<file path="config.mk">
export PLATFORM = sky130hd
export DESIGN_NAME = pulse_gate_divider_mc
export DESIGN_NICKNAME = d
export VERILOG_FILES = /design/src/rtl/pulse_div_pkg.sv /design/src/rtl/pulse_div_ch.sv /design/src/rtl/pulse_gate_divider_mc.sv
export SDC_FILE = /design/constraint.sdc
export NUM_CORES = 1
export LEC_CHECK = 0
export BUFFER_PORTS_ARGS = -buffer_cell sky130_fd_sc_hd__buf_2
export CORE_MARGIN = 2
export CORE_UTILIZATION = 58
export DETAILED_ROUTE_END_ITERATION = 6
export HOLD_SLACK_MARGIN = 0.02
export PLACE_DENSITY_LB_ADDON = 0.12
export SYNTH_ARGS = -nofsm -noshare
export SYNTH_HDL_FRONTEND = slang
export SYNTH_HIERARCHICAL = 1
export SYNTH_SLANG_ARGS = --single-unit
</file>
<file path="constraint.sdc">
create_clock -name clk -period 4.21 [get_ports clk]
set_input_delay 0.6315 -clock clk [delete_from_list [all_inputs] [get_ports clk]]
set_output_delay 0.6315 -clock clk [all_outputs]
set_load 0.01 [all_outputs]
</file>
<file path="src/rtl/pulse_div_pkg.sv">
// Shared encodings for the pulse gate divider: channel modes and FSM states.
package pulse_div_pkg;

    localparam logic [1:0] MODE_LOOP   = 2'd0;
    localparam logic [1:0] MODE_ONCE   = 2'd1;
    localparam logic [1:0] MODE_BYPASS = 2'd2;

    typedef enum logic [1:0] {
        ST_IDLE  = 2'd0,
        ST_COUNT = 2'd1,
        ST_DONE  = 2'd2
    } state_t;

endpackage

</file>
<file path="src/rtl/pulse_div_ch.sv">
// One divider channel: optional rising-edge qualifier, IDLE/COUNT/DONE FSM,
// input-pulse counter and output-pulse counter. Mode and gate count are
// shadowed on the IDLE->COUNT transition so live config edits do not disturb
// a running count.
module pulse_div_ch
    import pulse_div_pkg::*;
#(
    parameter int CNT_BIT_WID = 32,
    parameter int OUT_CNT_WID = 16,
    parameter int EDGE_DET    = 0
) (
    input  logic                   clk,
    input  logic                   rstn,
    input  logic                   p_in,
    input  logic                   cfg_en,
    input  logic [1:0]             cfg_mode,
    input  logic [CNT_BIT_WID-1:0] cfg_gate_num,
    input  logic                   clr,
    output logic                   p_out,
    output logic                   done,
    output logic [CNT_BIT_WID-1:0] p_in_cnt,
    output logic [OUT_CNT_WID-1:0] p_out_cnt
);

    logic                   q;
    state_t                 state_q, state_d;
    logic [1:0]             mode_q, mode_d;
    logic [CNT_BIT_WID-1:0] gate_q, gate_d;
    logic [CNT_BIT_WID-1:0] cnt_q, cnt_d, cnt_inc;
    logic [OUT_CNT_WID-1:0] ocnt_q, ocnt_d;
    logic                   pout_q, pout_d;

    generate
        if (EDGE_DET != 0) begin : g_edge
            logic prev_q;
            logic prev_d;
            // Previous p_in sample for rising-edge qualification.
            always_comb prev_d = p_in;
            // History register, cleared by reset.
            always_ff @(posedge clk) begin
                if (!rstn) prev_q <= 1'b0;
                else       prev_q <= prev_d;
            end
            assign q = p_in & ~prev_q;
        end else begin : g_level
            assign q = p_in;
        end
    endgenerate

    // Next-state, counters and output pulse; clr beats cfg_en beats q.
    always_comb begin
        state_d = state_q;
        mode_d  = mode_q;
        gate_d  = gate_q;
        cnt_d   = cnt_q;
        ocnt_d  = ocnt_q;
        pout_d  = 1'b0;
        cnt_inc = cnt_q + 1'b1;
        if (clr) begin
            state_d = ST_IDLE;
            cnt_d   = '0;
            ocnt_d  = '0;
        end else if (!cfg_en) begin
            state_d = ST_IDLE;
            cnt_d   = '0;
        end else begin
            case (state_q)
                ST_IDLE: begin
                    cnt_d = '0;
                    if (cfg_gate_num != '0) begin
                        state_d = ST_COUNT;
                        mode_d  = cfg_mode;
                        gate_d  = cfg_gate_num;
                    end
                end
                ST_COUNT: begin
                    if (mode_q == MODE_BYPASS) begin
                        pout_d = q;
                        cnt_d  = '0;
                        if (q) ocnt_d = ocnt_q + 1'b1;
                    end else if (q) begin
                        // Reserved mode 3 falls through here and behaves as loop.
                        if (cnt_inc == gate_q) begin
                            pout_d = 1'b1;
                            cnt_d  = '0;
                            ocnt_d = ocnt_q + 1'b1;
                            if (mode_q == MODE_ONCE) state_d = ST_DONE;
                        end else begin
                            cnt_d = cnt_inc;
                        end
                    end
                end
                ST_DONE: cnt_d = '0;
                default: begin
                    state_d = ST_IDLE;
                    cnt_d   = '0;
                end
            endcase
        end
    end

    // State and counter registers with synchronous active-low reset.
    always_ff @(posedge clk) begin
        if (!rstn) begin
            state_q <= ST_IDLE;
            mode_q  <= MODE_LOOP;
            gate_q  <= '0;
            cnt_q   <= '0;
            ocnt_q  <= '0;
            pout_q  <= 1'b0;
        end else begin
            state_q <= state_d;
            mode_q  <= mode_d;
            gate_q  <= gate_d;
            cnt_q   <= cnt_d;
            ocnt_q  <= ocnt_d;
            pout_q  <= pout_d;
        end
    end

    assign p_out     = pout_q;
    assign done      = (state_q == ST_DONE);
    assign p_in_cnt  = cnt_q;
    assign p_out_cnt = ocnt_q;

endmodule

</file>
<file path="src/rtl/pulse_gate_divider_mc.sv">
// Multi-channel pulse gate divider: CH_NUM independent pulse_div_ch
// instances; this level only slices the flattened per-channel buses.
module pulse_gate_divider_mc #(
    parameter int CH_NUM      = 4,
    parameter int CNT_BIT_WID = 32,
    parameter int OUT_CNT_WID = 16,
    parameter int EDGE_DET    = 0
) (
    input  logic                          clk,
    input  logic                          rstn,
    input  logic [CH_NUM-1:0]             p_in,
    input  logic [CH_NUM-1:0]             cfg_en,
    input  logic [2*CH_NUM-1:0]           cfg_mode,
    input  logic [CNT_BIT_WID*CH_NUM-1:0] cfg_gate_num,
    input  logic [CH_NUM-1:0]             clr,
    output logic [CH_NUM-1:0]             p_out,
    output logic [CH_NUM-1:0]             done,
    output logic [CNT_BIT_WID*CH_NUM-1:0] p_in_cnt,
    output logic [OUT_CNT_WID*CH_NUM-1:0] p_out_cnt
);

    genvar i;
    generate
        for (i = 0; i < CH_NUM; i++) begin : g_ch
            pulse_div_ch #(
                .CNT_BIT_WID (CNT_BIT_WID),
                .OUT_CNT_WID (OUT_CNT_WID),
                .EDGE_DET    (EDGE_DET)
            ) u_ch (
                .clk          (clk),
                .rstn         (rstn),
                .p_in         (p_in[i]),
                .cfg_en       (cfg_en[i]),
                .cfg_mode     (cfg_mode[2*i +: 2]),
                .cfg_gate_num (cfg_gate_num[CNT_BIT_WID*i +: CNT_BIT_WID]),
                .clr          (clr[i]),
                .p_out        (p_out[i]),
                .done         (done[i]),
                .p_in_cnt     (p_in_cnt[CNT_BIT_WID*i +: CNT_BIT_WID]),
                .p_out_cnt    (p_out_cnt[OUT_CNT_WID*i +: OUT_CNT_WID])
            );
        end
    endgenerate

endmodule

</file>
**Yosys cells after proc, flatten, opt, wreduce, memory -nomap -nowiden**

Index checks and enable logic that the tools add are counted.

- Memories kept: 0
- Bits in latches: 0
- Bits in read-only memories: 0
- Memory bits (writable): 0
- Input bits: 150
- Register bits: 340

- Add/sub/neg operators: 8
- Multiply operators: 0
- Muxes and demuxes: 56
- Bitwise gates (word level): 17
- Equality and inequality tests: 40
- Reduce and logical (&&, ||, !) cells: 40
- Magnitude comparators: 0
- Shift-type cells: 0
- Div/mod/pow operators: 0

Operators with widths:

| kind | count |
|---|---|
| $mux W16 | 16 |
| $add A32 B1 Y32 const B | 4 |
| $eq A32 B32 Y1 | 4 |
| $mux W32 | 4 |
| $reduce_bool A32 Y1 | 4 |
| $add A16 B1 Y16 const B | 4 |
| $mux W2 | 20 |
| $reduce_and A4 Y1 | 8 |
| $ne A2 B1 Y1 const B | 12 |
| $pmux W2 S3 | 4 |
| $reduce_and A6 Y1 | 4 |
| $reduce_or A5 Y1 | 4 |
| $not A1 Y1 | 17 |
| $eq A2 B1 Y1 const B | 8 |
| $eq A2 B2 Y1 const B | 8 |
| $ne A2 B2 Y1 const B | 8 |
| $reduce_or A4 Y1 | 4 |
| $mux W1 | 12 |
| $reduce_or A3 Y1 | 4 |
| $logic_not A2 Y1 | 4 |
| $reduce_bool A2 Y1 | 4 |
| $reduce_or A2 Y1 | 4 |

**Depth between registers and ports, before layout**

Gate-level depths: netlist (run 1).

- Word-level depth: 6
- Gate-level depth with buffers: 14

**By module**

The synthesis (run 1) kept the hierarchy.

Modules (own cells, without submodules):

| module | cells an instance | area an instance (µm²) | instances |
|---|---|---|---|
| pulse_div_ch at g_ch[0].u_ch ... | 636 | 5233.8 | 3 |
| pulse_div_ch at g_ch[3].u_ch | 611 | 4959.8 | 1 |

**Worst setup path before layout (run 1)**

No wires, ideal clock.

- Path type: register to register
- Start: register g_ch[3].u_ch.cnt_q[0]
- End: register g_ch[3].u_ch.ocnt_q[14]
- Data arrival time: 3.494 ns
- Required time: 4.138 ns
- Stages on the path, launching flop included: 14
- Setup slack: 0.644 ns
- Clock period less this slack: 3.566 ns
- Cells stage by stage: dfxtp_1 > ha_1 > buf_4 > nand3_2 > or4_4 > or4_1 > xnor2_1 > nor4_1 > and4_1 > buf_4 > nor2_2 > buf_6 > nor4_1 > mux2i_1

- Word-level cells in the longest chain between the ends: 4

RTL lines:

| element | line | text |
|---|---|---|
| start, declared | pulse_div_ch.sv:29 | `logic [CNT_BIT_WID-1:0] cnt_q, cnt_d, cnt_inc;` |
| start signal, assigned | pulse_div_ch.sv:115 | `cnt_q <= cnt_d;` |
| $add A32 B1 Y32 | pulse_div_ch.sv:58 | `cnt_inc = cnt_q + 1'b1;` |
| $eq A32 B32 Y1 | pulse_div_ch.sv:83 | `if (cnt_inc == gate_q) begin` |
| $reduce_bool A2 Y1 (no source line) | -- |  |
| $reduce_and A4 Y1 (no source line) | -- |  |
| end signal, assigned | pulse_div_ch.sv:116 | `ocnt_q <= ocnt_d;` |
| end, declared | pulse_div_ch.sv:30 | `logic [OUT_CNT_WID-1:0] ocnt_q, ocnt_d;` |

No other way between the ends.
A chain may end at the register's enable or synchronous reset.

**Worst setup path after layout (run 1)**

- Start: register g_ch[0].u_ch.cnt_q[0]
- End: register g_ch[0].u_ch.ocnt_q[0]

- Word-level cells in the longest chain between the ends: 4

RTL lines:

| element | line |
|---|---|
| start, declared | pulse_div_ch.sv:29 |
| start signal, assigned | pulse_div_ch.sv:115 |
| $add A32 B1 Y32 | pulse_div_ch.sv:58 |
| $eq A32 B32 Y1 | pulse_div_ch.sv:83 |
| $reduce_bool A2 Y1 (no source line) | -- |
| $reduce_and A4 Y1 (no source line) | -- |
| end signal, assigned | pulse_div_ch.sv:116 |
| end, declared | pulse_div_ch.sv:30 |

No other way between the ends.

==> impl_metrics.yaml, run 1 <==
global_route:
  overflow: 0
  track_usage_pct: 36.0
  grt_pass1_wl_um: 106000
  antenna_found_initial: 9
  grt_pass1_vias: 19300
  grt_max_degree: 70
place:
  place_congestion: 0.953
  place_inst: 3230
  io_buffers: 349
  place_hpwl_um: 50000
  pre_cts_slack_ps: 176
die:
  ioPinCount: 350
  start_util_pct: 58.5
  core_um2: 35300
  die_height_um: 193
  fp.dieW_um: 193
  num_rows: 69
  die_area_um2: 37100
final_layout:
  utilization_pct: 68.5
  register_area_um2: 6810
  finalNonFillerCells: 3303
  multiInputGateArea_um2: 12900
  fill_cells: 2994
  area_delta_synth_final_pct: 17.0
  drive_gt1_share_pct: 19.9
  nNetsFinal: 2968
setup_path:
  crit_arrival_ps: 4450
  cp_slowest_stage_delay_ps: 780
  slowest_stage: "or4_1"
  end_kind: "flip-flop"
  crit_cells: 10
  reg2reg_setup_slack_ps: 250
  crit_buf_inv: 1
  r2r-start: "g_ch[0].u_ch/p_in_cnt[0]$_SDFFE_PP0P_"
  cp-start-kind: "flip-flop"
  r2r_end: "g_ch[0].u_ch/p_out_cnt[0]$_SDFFE_PP0P_"
  cpLargestDelayFamily: "simple AND/OR/NAND/NOR gates"
  cp-endpoint: "g_ch[0].u_ch/p_out_cnt[0]$_SDFFE_PP0P_"
  worstSetupPathType: "flip-flop to flip-flop"
  critPathRequiredTime_ps: 4700
  ff2ff_path_depth: 10
  worstPathCellList: "ha_1 > nand3_4 > or4_1 > o41ai_1 > nand4b_1 > and4b_4 > buf_4 > or2_1 > and2_4 > mux2i_1"
  cp-startpoint: "g_ch[0].u_ch/p_in_cnt[0]$_SDFFE_PP0P_"
  critPathMaxFanout: 22
route:
  initialDrtViolationCount: 1878
  drc: 0
  routedWlPerCell_um: 21.0
  num_vias: 21000
  wl_um: 69300
  antenna_left: 0
  first_pass_iters: 6
  via_per_inst: 6.35
yosys:
  yosysSeqAreaShare_pct: 32.9
  syn_avg_cell_area_um2: 8.20
  synthArstFlopShare_pct: 0
  ys_warn_count: 6
  ys.flop_type: "dfxtp_1"
  synth-seq-cells: 340
  syn_inst: 2519
  yosysUniqueCellTypes: 75
  synth_area_um2: 20700
  synth_nets: 2677
  synth_edf_count: 0
pwr:
  ir_worst_vdd_uv: 356
  p_per_area_nw_per_um2: 309
  power.leakage_uw: 0.00963
job:
  maxCapViolCount: 0
worst_hold_path:
  hp-class: "input port to flip-flop"
  holdPathStages: 3
timing:
  maxSlewHeadroom_pct: 41.5
  setup_viol: 0
  hold_viol: 0
  min_period_over_period_pct: 94.0
  finalHoldWorstSlack_ps: 339
  fmaxAchievable_ghz: 0.253
  fin_worst_skew_ps: 17.3
  rsz0062_at_grt: "false"
  worst_slack_ps: 253
  fin_setup_tns_ps: 0
  slew_violations: 0
  min_period_ps: 3960
  tightest_slew_ps: 875
cts:
  clock_path_buffers: 3
  cts_tree: "done"
  cts.repair.resized: 0
  clockRootBuffer: "clkbuf_16"
  cts_buffers: 38
  cts_hold_buffers: 0
  cts.sinks: 340
  clk_pin_slew_ps: 60
  postCtsSetupBuffers: 0
  clock_latency_ps: 560
  htree_levels: 2
run_status:
  status: "completed"
==> stage by stage <==
| step | power [uW] | cell area, um2 |
|---|---|---|
| global route | 7690 | 24200 |
| CTS | 7510 | 24100 |
| floorplan | 3790 | 20700 |
| finish | 7480 | 24200 |
| global placement | 4010 | 22900 |
| detailed placement | 4020 | 22900 |
==> logic make-up (layout without fill, tap and decap cells) <==
logic type,Yosys count,count (layout),share of synthesized area [%]
AOI/OAI and AO/OA,454,454,14.2
xor gates and xnor gates,170,170,7.21
adders and majority gates,8,8,0.484
buffers and inverters,216,531,4.55
DFF,340,340,32.9
muxes,180,180,8.74
other,0,7,0
and+or+nand+nor,1151,1152,31.9
==> cells in the final DEF, fill, tap and decap left out, types with 96 or more instances in the layout <==
cell	synthesis	layout
a21oi_1	134	134
buf_2	50	348
dfxtp_1	340	340
mux2i_1	177	177
nand2_1	224	224
nand3_1	96	96
nor2_1	129	127
nor2b_1	160	157
o21ai_0	108	108
xnor2_1	96	96
==> routing by layer <==
| layer | vias up | track usage [%] | part of all wire, % |
|---|---|---|---|
| li1 | 9831 | - | - |
| met2 | 1079 | 56.3 | 45 |
| met1 | 9896 | 48.6 | 42 |
| met5 | - | 0 | 0.039 |
| met3 | 180 | 7.24 | 9.7 |
| met4 | 4 | 14.1 | 3.9 |
==> sequential cells by signal, summed over array words and instances, names as in the netlist <==
signal and cells:
g_ch.u_ch/p_out_cnt 64, g_ch.u_ch/mode_q 8, g_ch.u_ch/state_q 8, g_ch.u_ch/p_in_cnt 128, g_ch.u_ch/gate_q 128, g_ch.u_ch/p_out 4
==> worst min-delay path: stages <==
cell	delay [ps]
buf_2	80
mux2i_1	60
nor2b_1	90
==> synthesized netlist by cell type, drive strengths merged (49+ instances only) <==
cell type / instances / share of area [%]
nor2: 133 / 2.5
dfxtp: 340 / 33
nor2b: 160 / 4.8
buf: 70 / 1.9
a21oi: 134 / 3.2
xor2: 74 / 3.1
nand3: 100 / 2.6
nand4: 94 / 2.8
mux2i: 177 / 8.6
o21ai: 109 / 2.6
clkbuf: 115 / 2.1
nor4: 104 / 3.6
or3: 49 / 1.5
nand2: 224 / 4.1
nand2b: 64 / 2.0
xnor2: 96 / 4.1
==> power breakdown <==
part | leakage, uW | total [uW] | internal, uW | switching (uW)
registers | 0.00275 | 3340 | 3280 | 60.9
clock network | 0.000640 | 3510 | 2100 | 1410
logic | 0.00624 | 626 | 273 | 353
==> worst min-delay path by stage <==
stage                                             from                                       to  slack, ps
2_1_floorplan  g_ch[3].u_ch/p_out_cnt[15]$_SDFFE_PP0P_  g_ch[3].u_ch/p_out_cnt[15]$_SDFFE_PP0P_        490
3_3_place_gp   g_ch[3].u_ch/p_out_cnt[15]$_SDFFE_PP0P_  g_ch[3].u_ch/p_out_cnt[15]$_SDFFE_PP0P_        450
3_5_place_dp   g_ch[3].u_ch/p_out_cnt[15]$_SDFFE_PP0P_  g_ch[3].u_ch/p_out_cnt[15]$_SDFFE_PP0P_        460
4_1_cts                                    cfg_mode[0]      g_ch[0].u_ch/mode_q[0]$_SDFFE_PN0P_        320
5_1_grt                              cfg_gate_num[125]     g_ch[3].u_ch/gate_q[29]$_SDFFE_PN0P_        330
6_report                              cfg_gate_num[39]      g_ch[1].u_ch/gate_q[7]$_SDFFE_PN0P_        340
==> layout make-up <==
class                           count  area share [%]
Multi-Input combinational cell   1964            53.5
Sequential cell                   340            28.2
Timing Repair Buffer              435            10.1
Clock buffer                       53            4.63
Tap cell                          461            2.39
Clock inverter                     12           0.693
Inverter                           31           0.481
Antenna cell                        7          0.0725
Note: power is estimated with default switching activity, not from simulation.
==> run 2: changes to the inputs <==
--- a/config.mk
+++ b/config.mk
@@ -7,11 +7,11 @@
 export LEC_CHECK = 0
 export BUFFER_PORTS_ARGS = -buffer_cell sky130_fd_sc_hd__buf_2
 export CORE_MARGIN = 2
-export CORE_UTILIZATION = 58
+export CORE_UTILIZATION = 51
+export CTS_CLUSTER_SIZE = 14
 export DETAILED_ROUTE_END_ITERATION = 6
 export HOLD_SLACK_MARGIN = 0.02
 export PLACE_DENSITY_LB_ADDON = 0.12
 export SYNTH_ARGS = -nofsm -noshare
 export SYNTH_HDL_FRONTEND = slang
-export SYNTH_HIERARCHICAL = 1
 export SYNTH_SLANG_ARGS = --single-unit
==> constraint.sdc (replaced) <==
create_clock -name clk -period 3.3 [get_ports clk]
set_input_delay 0.495 -clock clk [delete_from_list [all_inputs] [get_ports clk]]
set_output_delay 0.495 -clock clk [all_outputs]
set_load 0.01 [all_outputs]
==> run 2 against run 1 <==
- the flow now finishes with violations (negative setup slack)
- clock power increased by 20%
- register-to-register slack got worse by 420 ps
- clock skew increased by 7.0 ps
- global-route usage decreased by 5.3 points
- flip-flop and latch count unchanged
- core utilization increased by 0.84 points
- synthesized area decreased by 6.1%
- critical path type unchanged
- largest cell class unchanged
==> impl_metrics.yaml, run 2 <==
cts:
  clk_pin_slew_ps: 60
  clock_path_buffers: 3
  cts_tree: "done"
  cts_buffers: 39
  cts.sinks: 340
  htree_levels: 2
  clockRootBuffer: "clkbuf_16"
  cts_hold_buffers: 0
  clock_latency_ps: 570
route:
  via_per_inst: 5.77
  initialDrtViolationCount: 1474
  num_vias: 20000
  antenna_left: 0
  first_pass_iters: 6
  routedWlPerCell_um: 18.6
  drc: 0
  wl_um: 64300
yosys:
  synth_top_area_cell: "dfxtp_1"
  synthArstFlopShare_pct: 0
  yosysSeqAreaShare_pct: 35.1
  synth-seq-cells: 340
  synth_area_um2: 19400
  syn_avg_cell_area_um2: 8.22
  synth_top_area_share_pct: 35.1
  synth_top_cells_by_count: "dfxtp_1, nand2_1, nor2_1"
  synth_fa_ha_area_share_pct: 0.516
  ys.flop_type: "dfxtp_1"
  yosys.area_share.xor_xnor_pct: 10.4
  synth_nets: 2517
  yosys.area_share.simple_pct: 28.8
  post-synth-top-count-cell: "dfxtp_1"
  synth.area.mux_share_pct: 7.77
  yosys-top-cells-area: "dfxtp_1, mux2i_1, xnor2_1"
  synth_edf_count: 0
  ys_warn_count: 0
  syn_inst: 2359
  synth-compound-area-share_pct: 13.6
  yosysUniqueCellTypes: 72
  synth_top_family_by_area: "simple AND/OR/NAND/NOR gates"
global_route:
  track_usage_pct: 30.6
  grt_pass1_wl_um: 97500
  grt.busiest_layer: "met2"
  grt_use_met3_pct: 6.00
  overflow: 0
  grt_max_degree: 144
  antenna_found_initial: 14
  met1_usage_pct: 39.3
  use_met2_pct: 50.7
  grt_pass1_vias: 18800
timing:
  fmaxAchievable_ghz: 0.289
  tightest_slew_ps: 1090
  min_period_over_period_pct: 105
  slew_violations: 0
  setup_viol: 76
  worst_slack_ps: -165
  fin_worst_skew_ps: 24.3
  rsz0062_at_grt: "true"
  maxSlewHeadroom_pct: 27.4
  hold_viol: 0
  min_period_ps: 3460
final_layout:
  final_cell_area_um2: 26000
  final_cell_mix: "buf_2, dfxtp_1, buf_4"
  final_common_cell: "buf_2"
  area_delta_synth_final_pct: 34.3
  finalNonFillerCells: 3465
  nNetsFinal: 3076
  drive_gt1_share_pct: 31.6
pwr:
  power.leakage_uw: 0.0111
  p_per_area_nw_per_um2: 357
  p_total_uw: 9300
  ir_worst_vdd_uv: 381
setup_path:
  slowest_stage: "or4b_4"
  critPathMaxFanout: 6
  cp-start-kind: "flip-flop"
  critPathRequiredTime_ps: 3780
  crit_arrival_ps: 3940
  end_kind: "flip-flop"
  worstSetupPathType: "flip-flop to flip-flop"
  worstPathCellList: "ha_4 > nand4_1 > nor4_4 > buf_4 > buf_4 > a31o_2 > a2111oi_2 > nand4_1 > or4b_4 > nor3_4 > buf_6 > buf_6 > o211ai_1 > or3_1 > a21oi_2"
  cp_slowest_stage_delay_ps: 560
run_status:
  violations: "negative setup slack"
  status: "finished with violations"
die:
  core_um2: 37600
  fp.dieW_um: 199
  ioPinCount: 350
  die_height_um: 199
  num_rows: 71
  start_util_pct: 51.6
  die_area_um2: 39600
place:
  place_hpwl_um: 45300
  io_buffers: 349
  place_area_um2: 23400
  place_congestion: 0.914
  place_inst: 3342
worst_hold_path:
  hp-class: "input port to flip-flop"
job:
  maxCapViolCount: 0
[run 2: cell count changes after synthesis, sizes merged, moves of 24 or more]
cell / change
nand2b: -49
nand4: -33
o41ai: -27
mux2i: -31
o21ai: +24
xnor2: +46
nand2: -38
buf: -46
nor2: +32
nor4: -47
[run 2: cell families (layout without fill, tap and decap cells)]
logic type,after synthesis,after routing
AND/OR/NAND/NOR,1019,1022
AO/OA/AOI/OAI,428,428
flip-flops,340,340
XOR/XNOR,230,230
buffers and inverters,184,766
multiplexers,150,150
adder cells (fa/ha/maj),8,8
other,0,10
[run 2: timing repair]
| action | in CTS | in global routing |
|---|---|---|
| endpoints found under the setup margin | 101 | 192 |
| setup buffers | 18 | 20 |
| resized for setup | 50 | 209 |
| pin swaps | 38 | 109 |
| gates cloned | 4 | 6 |
[run 2: layer usage]
metal	vias to the layer above	wire, um
li1	9560	-
met1	9529	26900
met2	749	30500
met3	148	4690
met4	8	2170
met5	-	49
[run 2: cell type report]
cell class,count,area (um2)
inverters,34,128
diodes,10,25.0
clock inverters,4,22.5
repair buffers,665,4420
flip-flops and latches,340,6850
multi-input cells,1838,12800
fillers,3092,11500
well taps,511,639
clock buffers,63,1190
[run 2: power breakdown]
| part | leakage, uW | total [uW] | switching [uW] | internal (uW) |
|---|---|---|---|---|
| sequential | 0.00277 | 4260 | 70.9 | 4190 |
| combinational | 0.00778 | 836 | 448 | 387 |
| clock | 0.000591 | 4210 | 1760 | 2450 |
[run 2: final timing paths]
check,slack [ps],end,depth (start not counted),start
setup / recovery,-160,g_ch[2].u_ch.p_out_cnt[8]$_SDFFE_PP0P_,15,g_ch[2].u_ch.p_in_cnt[0]$_SDFFE_PP0P_
setup reg to reg,-160,g_ch[2].u_ch.p_out_cnt[8]$_SDFFE_PP0P_,15,g_ch[2].u_ch.p_in_cnt[0]$_SDFFE_PP0P_
hold / removal,190,g_ch[2].u_ch.mode_q[1]$_SDFFE_PN0P_,3,cfg_mode[5]
hold reg to reg,490,g_ch[0].u_ch.p_out_cnt[15]$_SDFFE_PP0P_,2,g_ch[0].u_ch.p_out_cnt[15]$_SDFFE_PP0P_
[run 2: stage by stage]
step                      setup TNS (ps)  hold WS [ps]  worst slack, ps  utilization (%)
final                              -5640           190             -165             69.3
after global routing              -16790           198             -278             69.3
after CTS                          -1180           173            -89.2             66.5
after detailed placement          -20590           479             -329             62.3
after global placement            -13980           471             -232             62.3
after floorplan                     -446           491            -91.5                -
[run 2: worst max-delay path, delay by kind of cell (launching register included)]
family                   cells  cell delay [ps]
AND/OR/NAND/NOR              6             1460
buffers and inverters        4              560
adder cells (fa/ha/maj)      1              170
flip-flops                   1              360
AO/OA/AOI/OAI                4              820
